## config.mk

```make
export PLATFORM = sky130hd
export DESIGN_NAME = mem_stage
export DESIGN_NICKNAME = d
export VERILOG_FILES = /design/src/rtl/mem_stage_pkg.sv /design/src/rtl/mem_bus_fsm.sv /design/src/rtl/mem_stage.sv
export SDC_FILE = /design/constraint.sdc
export NUM_CORES = 1
export LEC_CHECK = 0
export ABC_AREA = 1
export CAP_MARGIN = 20
export CORE_MARGIN = 5
export CORE_UTILIZATION = 35
export CTS_CLUSTER_DIAMETER = 200
export DETAILED_ROUTE_END_ITERATION = 7
export GPL_TIMING_DRIVEN = 1
export PLACE_DENSITY = 0.75
export SLEW_MARGIN = 20
export SYNTH_ARGS = -nofsm -noshare
export SYNTH_HDL_FRONTEND = slang
export SYNTH_SLANG_ARGS = --single-unit
```

## constraint.sdc

```tcl
create_clock -name clk -period 1.2 [get_ports clk]
set_input_delay 0.12 -clock clk [delete_from_list [all_inputs] [get_ports clk]]
set_output_delay 0.12 -clock clk [all_outputs]
set_load 0.02 [all_outputs]
```

## src/rtl/mem_stage_pkg.sv

```systemverilog
// mem_stage_pkg: shared encodings for the memory stage.
//   - Writeback select codes carried on mulSel (11 is treated like ALU).
//   - Bus FSM state encoding (2-bit).
package mem_stage_pkg;

  localparam logic [1:0] WB_ALU = 2'b00;
  localparam logic [1:0] WB_MEM = 2'b01;
  localparam logic [1:0] WB_PC  = 2'b10;

  typedef enum logic [1:0] {
    IDLE = 2'b00,
    WAIT = 2'b01,
    DONE = 2'b10
  } mem_state_t;

endpackage

```

## src/rtl/mem_bus_fsm.sv

```systemverilog
// mem_bus_fsm: data-memory req/ack sequencer for the memory stage.
// Ports:
//   clk, reset (async, active-low)
//   access          - current EX/MEM op needs the bus (load or store)
//   wrEn            - access is a store
//   addr, wrData    - address and store data to launch
//   busReq/busWe/busAddr/busWrData - registered bus request fields
//   busAck, busRdData               - completion pulse and load data
//   loadData        - load data captured on busAck
//   stall           - upstream hold (IDLE & access) | WAIT
//   state           - current FSM state, exposed for observation
// Handshake: busReq rises on the edge leaving IDLE and stays high with all
// bus fields stable until the cycle in which busAck=1; that edge drops
// busReq and captures busRdData. busAck in any other state is ignored.
module mem_bus_fsm
  import mem_stage_pkg::*;
#(
  parameter int BIT_WIDTH = 32
) (
  input  logic                 clk,
  input  logic                 reset,
  input  logic                 access,
  input  logic                 wrEn,
  input  logic [BIT_WIDTH-1:0] addr,
  input  logic [BIT_WIDTH-1:0] wrData,
  output logic                 busReq,
  output logic                 busWe,
  output logic [BIT_WIDTH-1:0] busAddr,
  output logic [BIT_WIDTH-1:0] busWrData,
  input  logic                 busAck,
  input  logic [BIT_WIDTH-1:0] busRdData,
  output logic [BIT_WIDTH-1:0] loadData,
  output logic                 stall,
  output mem_state_t           state
);

  mem_state_t stateNext;
  logic       issue;
  logic       capture;
  logic       stallRaw;

  always_ff @(posedge clk or negedge reset) begin
    if (!reset) state <= IDLE;
    else        state <= stateNext;
  end

  always_comb begin
    stateNext = state;
    stallRaw  = 1'b0;
    issue     = 1'b0;
    capture   = 1'b0;
    case (state)
      IDLE: begin
        if (access) begin
          stateNext = WAIT;
          stallRaw  = 1'b1;
          issue     = 1'b1;
        end
      end
      WAIT: begin
        stallRaw = 1'b1;
        if (busAck) begin
          capture   = 1'b1;
          stateNext = DONE;
        end
      end
      DONE:    stateNext = IDLE;
      default: stateNext = IDLE;
    endcase
  end

  // Nothing is registered while reset is held, so stall is forced low then;
  // upstream sees a clean "not holding" during reset.
  assign stall = reset & stallRaw;

  always_ff @(posedge clk or negedge reset) begin
    if (!reset) begin
      busReq    <= 1'b0;
      busWe     <= 1'b0;
      busAddr   <= '0;
      busWrData <= '0;
      loadData  <= '0;
    end else begin
      if (issue) begin
        busReq    <= 1'b1;
        busWe     <= wrEn;
        busAddr   <= addr;
        busWrData <= wrData;
      end
      if (capture) begin
        busReq   <= 1'b0;
        loadData <= busRdData;
      end
    end
  end

endmodule

```

## src/rtl/mem_stage.sv

```systemverilog
// mem_stage: memory stage of the 32-bit pipeline, fed by the EX/MEM register.
// Launches loads/stores on a req/ack bus (via mem_bus_fsm), stalls upstream
// while an access is outstanding, selects the writeback value and holds the
// MEM/WB registers.
// Ports:
//   clk, reset (async, active-low)
//   regWrEnIn, regWrAddrIn, memWrEnIn, mulSelIn, aluOutIn, dataInIn, PCIn
//                                  - EX/MEM outputs
//   busReq, busWe, busAddr, busWrData, busAck, busRdData - data memory bus
//   stall                          - upstream hold
//   wbRegWrEn, wbRegWrAddr, wbData - MEM/WB registers
//   fsmState                       - bus FSM state, for observation
//   misalignErr                    - only with MEM_STAGE_MISALIGN_TRAP_EN:
//                                    one-cycle pulse for a trapped access
// Build option: `define MEM_STAGE_MISALIGN_TRAP_EN to trap accesses whose
// address has nonzero low two bits instead of sending them to the bus.
module mem_stage
  import mem_stage_pkg::*;
#(
  parameter int BIT_WIDTH = 32,
  parameter int WB_SEL_W  = 2
) (
  input  logic                 clk,
  input  logic                 reset,
  input  logic                 regWrEnIn,
  input  logic [3:0]           regWrAddrIn,
  input  logic                 memWrEnIn,
  input  logic [WB_SEL_W-1:0]  mulSelIn,
  input  logic [BIT_WIDTH-1:0] aluOutIn,
  input  logic [BIT_WIDTH-1:0] dataInIn,
  input  logic [BIT_WIDTH-1:0] PCIn,
  output logic                 busReq,
  output logic                 busWe,
  output logic [BIT_WIDTH-1:0] busAddr,
  output logic [BIT_WIDTH-1:0] busWrData,
  input  logic                 busAck,
  input  logic [BIT_WIDTH-1:0] busRdData,
  output logic                 stall,
  output logic                 wbRegWrEn,
  output logic [3:0]           wbRegWrAddr,
  output logic [BIT_WIDTH-1:0] wbData,
`ifdef MEM_STAGE_MISALIGN_TRAP_EN
  output logic                 misalignErr,
`endif
  output mem_state_t           fsmState
);

  logic                 accessRaw;
  logic                 access;
  logic                 misaligned;
  logic [BIT_WIDTH-1:0] loadData;
  logic [BIT_WIDTH-1:0] wbSelData;

  assign accessRaw = memWrEnIn | (mulSelIn == WB_MEM);

`ifdef MEM_STAGE_MISALIGN_TRAP_EN
  assign misaligned = accessRaw & (aluOutIn[1:0] != 2'b00);
`else
  assign misaligned = 1'b0;
`endif

  // A trapped access never reaches the bus, so it never stalls.
  assign access = accessRaw & ~misaligned;

  mem_bus_fsm #(
    .BIT_WIDTH(BIT_WIDTH)
  ) u_bus_fsm (
    .clk       (clk),
    .reset     (reset),
    .access    (access),
    .wrEn      (memWrEnIn),
    .addr      (aluOutIn),
    .wrData    (dataInIn),
    .busReq    (busReq),
    .busWe     (busWe),
    .busAddr   (busAddr),
    .busWrData (busWrData),
    .busAck    (busAck),
    .busRdData (busRdData),
    .loadData  (loadData),
    .stall     (stall),
    .state     (fsmState)
  );

  always_comb begin
    wbSelData = aluOutIn;
    case (mulSelIn)
      WB_MEM:  wbSelData = loadData;
      WB_PC:   wbSelData = PCIn;
      default: wbSelData = aluOutIn;
    endcase
  end

  // Stall edges push a bubble into WB; data and address hold so WB keeps
  // showing the last completed op.
  always_ff @(posedge clk or negedge reset) begin
    if (!reset) begin
      wbRegWrEn   <= 1'b0;
      wbRegWrAddr <= '0;
      wbData      <= '0;
    end else if (stall) begin
      wbRegWrEn <= 1'b0;
    end else begin
      wbRegWrEn   <= regWrEnIn & ~misaligned;
      wbRegWrAddr <= regWrAddrIn;
      wbData      <= wbSelData;
    end
  end

`ifdef MEM_STAGE_MISALIGN_TRAP_EN
  always_ff @(posedge clk or negedge reset) begin
    if (!reset) misalignErr <= 1'b0;
    else        misalignErr <= misaligned & ~stall;
  end
`endif

endmodule

```

# After elaboration in Yosys (flattened, before gate mapping)
# Cells that the tools add are included.
dict set report totals {
  ff_bits 137
  inputBits 139
  out_inout_bits 106
  elab_cells 31
}
dict set report classes {
  n_eq_ne 5
  n_mux 12
  bitwise_logic 2
  n_reduce_logical 3
}
# cell count
set op_table {}
lappend op_table {{$pmux W32 S2} 1}
lappend op_table {{$mux W1} 7}
lappend op_table {{$eq A2 B1 Y1 const B} 2}
lappend op_table {{$mux W2} 2}
lappend op_table {{$ne A2 B2 Y1 const B} 2}
lappend op_table {{$pmux W2 S2} 1}
lappend op_table {{$eq A2 B2 Y1 const B} 1}
lappend op_table {{$logic_not A2 Y1} 1}
lappend op_table {{$pmux W1 S2} 1}
lappend op_table {{$reduce_and A2 Y1} 1}
lappend op_table {{$reduce_bool A2 Y1} 1}
lappend op_table {{$and A1 B1 Y1} 1}
lappend op_table {{$or A1 B1 Y1} 1}

# Longest topological paths before layout
# Gate-level depths: netlist of the first run.
dict set report logic_depth {
  depth_word 6
  mapped_depth 9
}

# Cells and area by module
# From an unflattened synthesis of the first run, not the netlist that was laid out.
dict set report hier_totals {
  hier_cells 773
  area_unflattened_um2 6394.9
}
# mod n_inst cells_each area_each_um2 seq_area_each_um2
set by_module_without_submodules {}
lappend by_module_without_submodules {mem_bus_fsm 1 438 4022.6 2502.4}
lappend by_module_without_submodules {mem_stage 1 335 2372.3 925.9}

# Least setup slack after synthesis of the first run
# OpenSTA, ideal clock, no wires.
dict set report synth_timing {
  path_kind {flip-flop to flip-flop}
  start {register u_bus_fsm.state[0]}
  end {register wbRegWrAddr[0]}
  setup_ns 0.119
  t_arrival_ns 1.165
  slack_ns -0.084
  stages_incl_launch_ff 7
  path_buffers 0
  period_less_slack_ns 1.284
  path_cell_list {dfrtp_1 > inv_1 > nand2_2 > nand2_4 > clkinv_1 > nand2_1 > nand2_1}
}
dict set report synth_between {
  elab_chain_len 3
  word_cells_on_any_way 4
}
# item line
set synth_lines {}
lappend synth_lines {{from (decl)} mem_bus_fsm.sv:34} ;# output mem_state_t state
lappend synth_lines {{from (signal assigned)} mem_bus_fsm.sv:44} ;# else state <= stateNext;
lappend synth_lines {{$eq A2 B1 Y1 or $logic_not A2 Y1 (tied branches)} mem_bus_fsm.sv:52} ;# case (state)
lappend synth_lines {{$pmux W1 S2 *} mem_bus_fsm.sv:52}
lappend synth_lines {{$and A1 B1 Y1 *} mem_bus_fsm.sv:74} ;# assign stall = reset & stallRaw;
lappend synth_lines {{via stall} mem_stage.sv:38} ;# output logic stall,
lappend synth_lines {{to (signal assigned)} mem_stage.sv:105} ;# wbRegWrAddr <= regWrAddrIn;
lappend synth_lines {{to (decl)} mem_stage.sv:40} ;# output logic [3:0] wbRegWrAddr,
# Mark *: on every way through the listed nets, which the timed path passes. The rest lies on a longest branch.
# A chain may end at the register's enable or synchronous reset.

# Worst setup path in the final report of the first run
dict set report layout_timing {
  start {input memWrEnIn}
  end {output stall}
}
dict set report layout_between {
  elab_chain_len 4
}
# item line
set layout_lines {}
lappend layout_lines {{from (decl)} mem_stage.sv:27} ;# input logic memWrEnIn,
lappend layout_lines {{$or A1 B1 Y1} mem_stage.sv:54} ;# assign accessRaw = memWrEnIn | (mulSelIn == WB_MEM);
lappend layout_lines {{$mux W1} mem_bus_fsm.sv:54} ;# if (access) begin
lappend layout_lines {{$pmux W1 S2} mem_bus_fsm.sv:52}
lappend layout_lines {{$and A1 B1 Y1} mem_bus_fsm.sv:74}
lappend layout_lines {{to (decl)} mem_stage.sv:38}
# No other way between the ends.

==> results_tabular.tex, run 1 <==
\begin{tabular}{lr}
\hline
Metric & Value \\
\hline
\multicolumn{2}{l}{\textbf{Final layout}} \\
Nets & 1136 \\
Layout-stage area growth over the synthesis result & 60.8\% \\
Area occupied by multi-input gates & 0.00235 sq mm \\
Finished Core Util & 56.6\% \\
Footprint of the flip-flops and latches & 0.00343 sq mm \\
Post-route cell area & 0.00966 sq mm \\
Number of antenna diodes & 0 \\
Fraction of layout instances using a drive strength above 1 & 25.4\% \\
Filler instances & 1622 \\
\multicolumn{2}{l}{\textbf{Floorplanning}} \\
Initial cell density of the core & 35.2\% \\
Die height & 141 um \\
Std-Cell Rows & 48 \\
Die width & 141 um \\
Die Footprint & 0.0199 sq mm \\
Core Box Area & 0.0171 sq mm \\
Io pins & 245 \\
\multicolumn{2}{l}{\textbf{Timing}} \\
Final hold vios & 0 \\
Post-route clock period utilization & 113\% \\
Timing-limited maximum frequency & 0.737 GHz \\
Final setup violation count & 109 \\
Setup skew after layout & 7.56 ps \\
Least-Margin Pin Slew & 588 ps \\
Slew Limit Fails & 0 \\
Setup TNS & -9490 ps \\
Setup repair after global routing missed its margin & yes \\
Worst slew margin & 60.8\% \\
Worst Slack Setup Final & -157 ps \\
Final worst path period need & 1360 ps \\
Worst hold slack & 236 ps \\
\multicolumn{2}{l}{\textbf{Synthesis}} \\
Distinct cell type count of the synthesized netlist & 19 \\
Area fraction of the dominant cell type after synthesis & 57.1\% \\
Synthesized net count & 870 \\
Average cell area after synthesis & 8.24 sq um \\
Synth area leaders & sky130\_fd\_sc\_hd\_\_dfrtp\_1 57\%, sky130\_fd\_sc\_hd\_\_nand2\_1 19\%, sky130\_fd\_sc\_hd\_\_nand3\_1 8.1\%, sky130\_fd\_sc\_hd\_\_inv\_1 4.4\%, sky130\_fd\_sc\_hd\_\_o21ai\_0 2.7\% \\
Number of storage elements in the synthesis netlist & 137 \\
Library cell with the largest summed area after synthesis & sky130\_fd\_sc\_hd\_\_dfrtp\_1 \\
Fraction of the yosys area taken by sequential cells & 57.1\% \\
Count of yosys warnings during synthesis & 0 \\
Area of the mapped netlist & 0.00601 sq mm \\
Instance count of the mapped netlist & 729 \\
\multicolumn{2}{l}{\textbf{Power}} \\
Static leakage power & 4.92 nW \\
Total Power & 22.5 mW \\
Switching Share & 39.6\% \\
Share of power burned in registers & 34.2\% \\
Switching power total & 8.92 mW \\
Maximum resistive drop on vdd & 1150 uV \\
Clock network fraction of total power & 21.1\% \\
PD cells & 2330 mW/mm\^{}2 \\
Part of the total power dissipated in combinational logic & 44.7\% \\
Internal Pwr Total & 13.6 mW \\
\multicolumn{2}{l}{\textbf{Placement}} \\
HPWL reported at the end of detailed placement & 13300 um \\
Area of placed instances & 0.00878 sq mm \\
Routability cong. & 0.795 \\
Quantity of I/O buffers inserted on ports & 244 \\
\multicolumn{2}{l}{\textbf{Critical path}} \\
Register-to-Register Setup Slack & -150 ps \\
R2r startpoint & u\_bus\_fsm.state[1] \\
Category of the worst setup path launch point & input port \\
Worst endpoint required time & 1080 ps \\
Data arrival time of the critical path & 1240 ps \\
Highest fanout seen on the critical path & 4 \\
Destination of the critical timing path & stall \\
Worst r2r path cells & 6 \\
Reg2reg end & u\_bus\_fsm.busAddr[9] \\
Startpoint of the most critical setup path & memWrEnIn \\
Classification of the worst setup path & in2out \\
Nature of the critical path endpoint & output port \\
\multicolumn{2}{l}{\textbf{Run status}} \\
Outcome & finished with violations \\
Failing checks & negative setup slack \\
\multicolumn{2}{l}{\textbf{Drt}} \\
1st-pass router iterations & 5 \\
Average via count per standard cell & 4.74 \\
Vias & 5839 \\
Number of remaining DRC errors & 0 \\
Routed wire length & 20800 um \\
Average routed wire per standard cell & 16.9 um \\
Count of routing violations after the opening detailed-route iteration & 258 \\
Number of antenna-violating nets in the routed design & 0 \\
\multicolumn{2}{l}{\textbf{Min path}} \\
Class of the worst hold path & in2reg \\
Startpoint of the most critical hold path & busRdData[4] \\
\multicolumn{2}{l}{\textbf{Global routing}} \\
Global routing usage on met2 & 32.0\% \\
Total congestion overflow & 0 \\
Peak-usage layer in the global routing report & met2 \\
Met3 demand-to-capacity share in global routing & 4.88\% \\
Global-route wire length before repair & 30100 um \\
Number of antenna violations at the first check in global routing & 0 \\
Via count of the first global-routing pass & 5748 \\
Met1 layer usage reported by global route & 24.5\% \\
Total global-route track usage & 19.1\% \\
Largest net degree at the start of global routing & 76 \\
\multicolumn{2}{l}{\textbf{Clock tree}} \\
Register clock-pin slew on the reported worst setup and hold paths & 60 ps \\
Number of buffers on the longest clock path & 2 \\
Number of H-tree levels & 4 \\
Clock Sink Count & 137 \\
CTS root buffer & sky130\_fd\_sc\_hd\_\_clkbuf\_16 \\
TritonCTS clock tree & yes \\
Clock buffers created by TritonCTS & 17 \\
Skew-Pair Late Insertion Delay & 410 ps \\
\multicolumn{2}{l}{\textbf{Flow run}} \\
Maximum capacitance violations & 0 \\
\hline
\end{tabular}
## state kept, by name, summed over array words and instances (netlist names)
signal and count:
u_bus_fsm.busAddr 32, u_bus_fsm.busReq 1, u_bus_fsm.busWe 1, u_bus_fsm.busWrData 32, u_bus_fsm.loadData 32, u_bus_fsm.state 2, wbData 32, wbRegWrAddr 4
wbRegWrEn 1
## worst min-delay path by stage
stage / slack (ps) / depth (start not counted) / endpoint
after global routing: 220 / 3 / u_bus_fsm.loadData[4]
after global placement: 260 / 3 / u_bus_fsm.busWe
after detailed placement: 260 / 3 / u_bus_fsm.busReq
after CTS: 220 / 3 / u_bus_fsm.loadData[4]
after floorplan: -180 / 0 / u_bus_fsm.busAddr[0]
final: 240 / 3 / u_bus_fsm.loadData[4]
## critical path, cell delays in order
cell	delay [ps]
sky130_fd_sc_hd__clkdlybuf4s50_1	580
sky130_fd_sc_hd__nor2_4	190
sky130_fd_sc_hd__nand2_4	80
sky130_fd_sc_hd__nand2_4	90
sky130_fd_sc_hd__clkinv_4	50
sky130_fd_sc_hd__buf_6	120
## layout by cell type (no fill, tap or decap), drive strengths merged, types with 2 or more instances in the layout
cell / count
nand2: 307
dfrtp: 137
clkdlybuf4s50: 135
buf: 116
nand3: 97
inv: 71
o21ai: 66
clkbuf: 29
clkdlybuf4s15: 26
clkinv: 9
nor2: 4
clkinvlp: 2
dlygate4sd2: 2
ha: 2
## Yosys cell counts (all sizes together)
cell type and count:
ha 2, clkbuf 12, o31ai 1, nand2 307, dfrtp 137, nor2 4
inv 72, nand3 97, buf 31, clkinv 1, o21ai 65
## layer usage
metal,wire [um],share of wire (%)
met5,0,0
met4,330,1.6
met3,1480,7.1
met2,10300,49
met1,8760,42
## per-stage QoR
stage / instances / setup WS [ps]
2_1_floorplan: 729 / -6.80
3_3_place_gp: 1181 / -640
3_5_place_dp: 1181 / -645
4_1_cts: 1214 / -140
5_1_grt: 1231 / -208
6_report: 1231 / -157
## power groups by stage
stage          registers (mW)  logic [mW]  clock network [mW]
6_report                 7.69        10.1                4.75
5_1_grt                  7.95        10.9                5.05
4_1_cts                  7.72        9.53                4.84
3_5_place_dp             7.76        9.74                   0
3_3_place_gp             7.68        9.55                   0
2_1_floorplan            9.53        3.15                   0
## cell type report
| class | count | share of cell area (%) |
|---|---|---|
| flip-flops and latches | 137 | 35.5 |
| repair buffers | 289 | 28.8 |
| multi-input cells | 477 | 24.3 |
| clock buffers | 20 | 4.62 |
| inverters | 73 | 3.04 |
| well taps | 225 | 2.91 |
| clock inverters | 10 | 0.829 |
## logic make-up (layout without fill, tap and decap cells)
family          after synthesis  in the layout  synth area share, %
compound gates               66             67                 5.73
flops                       137            137                 57.1
simple gates                408            408                 27.8
fa+ha+maj                     2              2                0.417
buf+inv                     116            392                 8.98
## repair_timing
| action | 4_1_cts | 5_1_grt |
|---|---|---|
| setup endpoints to repair | 241 | 267 |
| setup buffers | 1 | 5 |
| hold endpoints to repair | 75 | 0 |
| cloned | 1 | 13 |
| hold buffers | 1 | 0 |
| pin swaps | 2 | 10 |
| resized for setup | 355 | 183 |
Power figures use the tool's default switching activity.
==> run 2: changes to the inputs <==
- CTS_CLUSTER_SIZE: unset -> 28
==> results of run 2 <==
The final DEF is identical to that of run 1; final timing and power are the same.
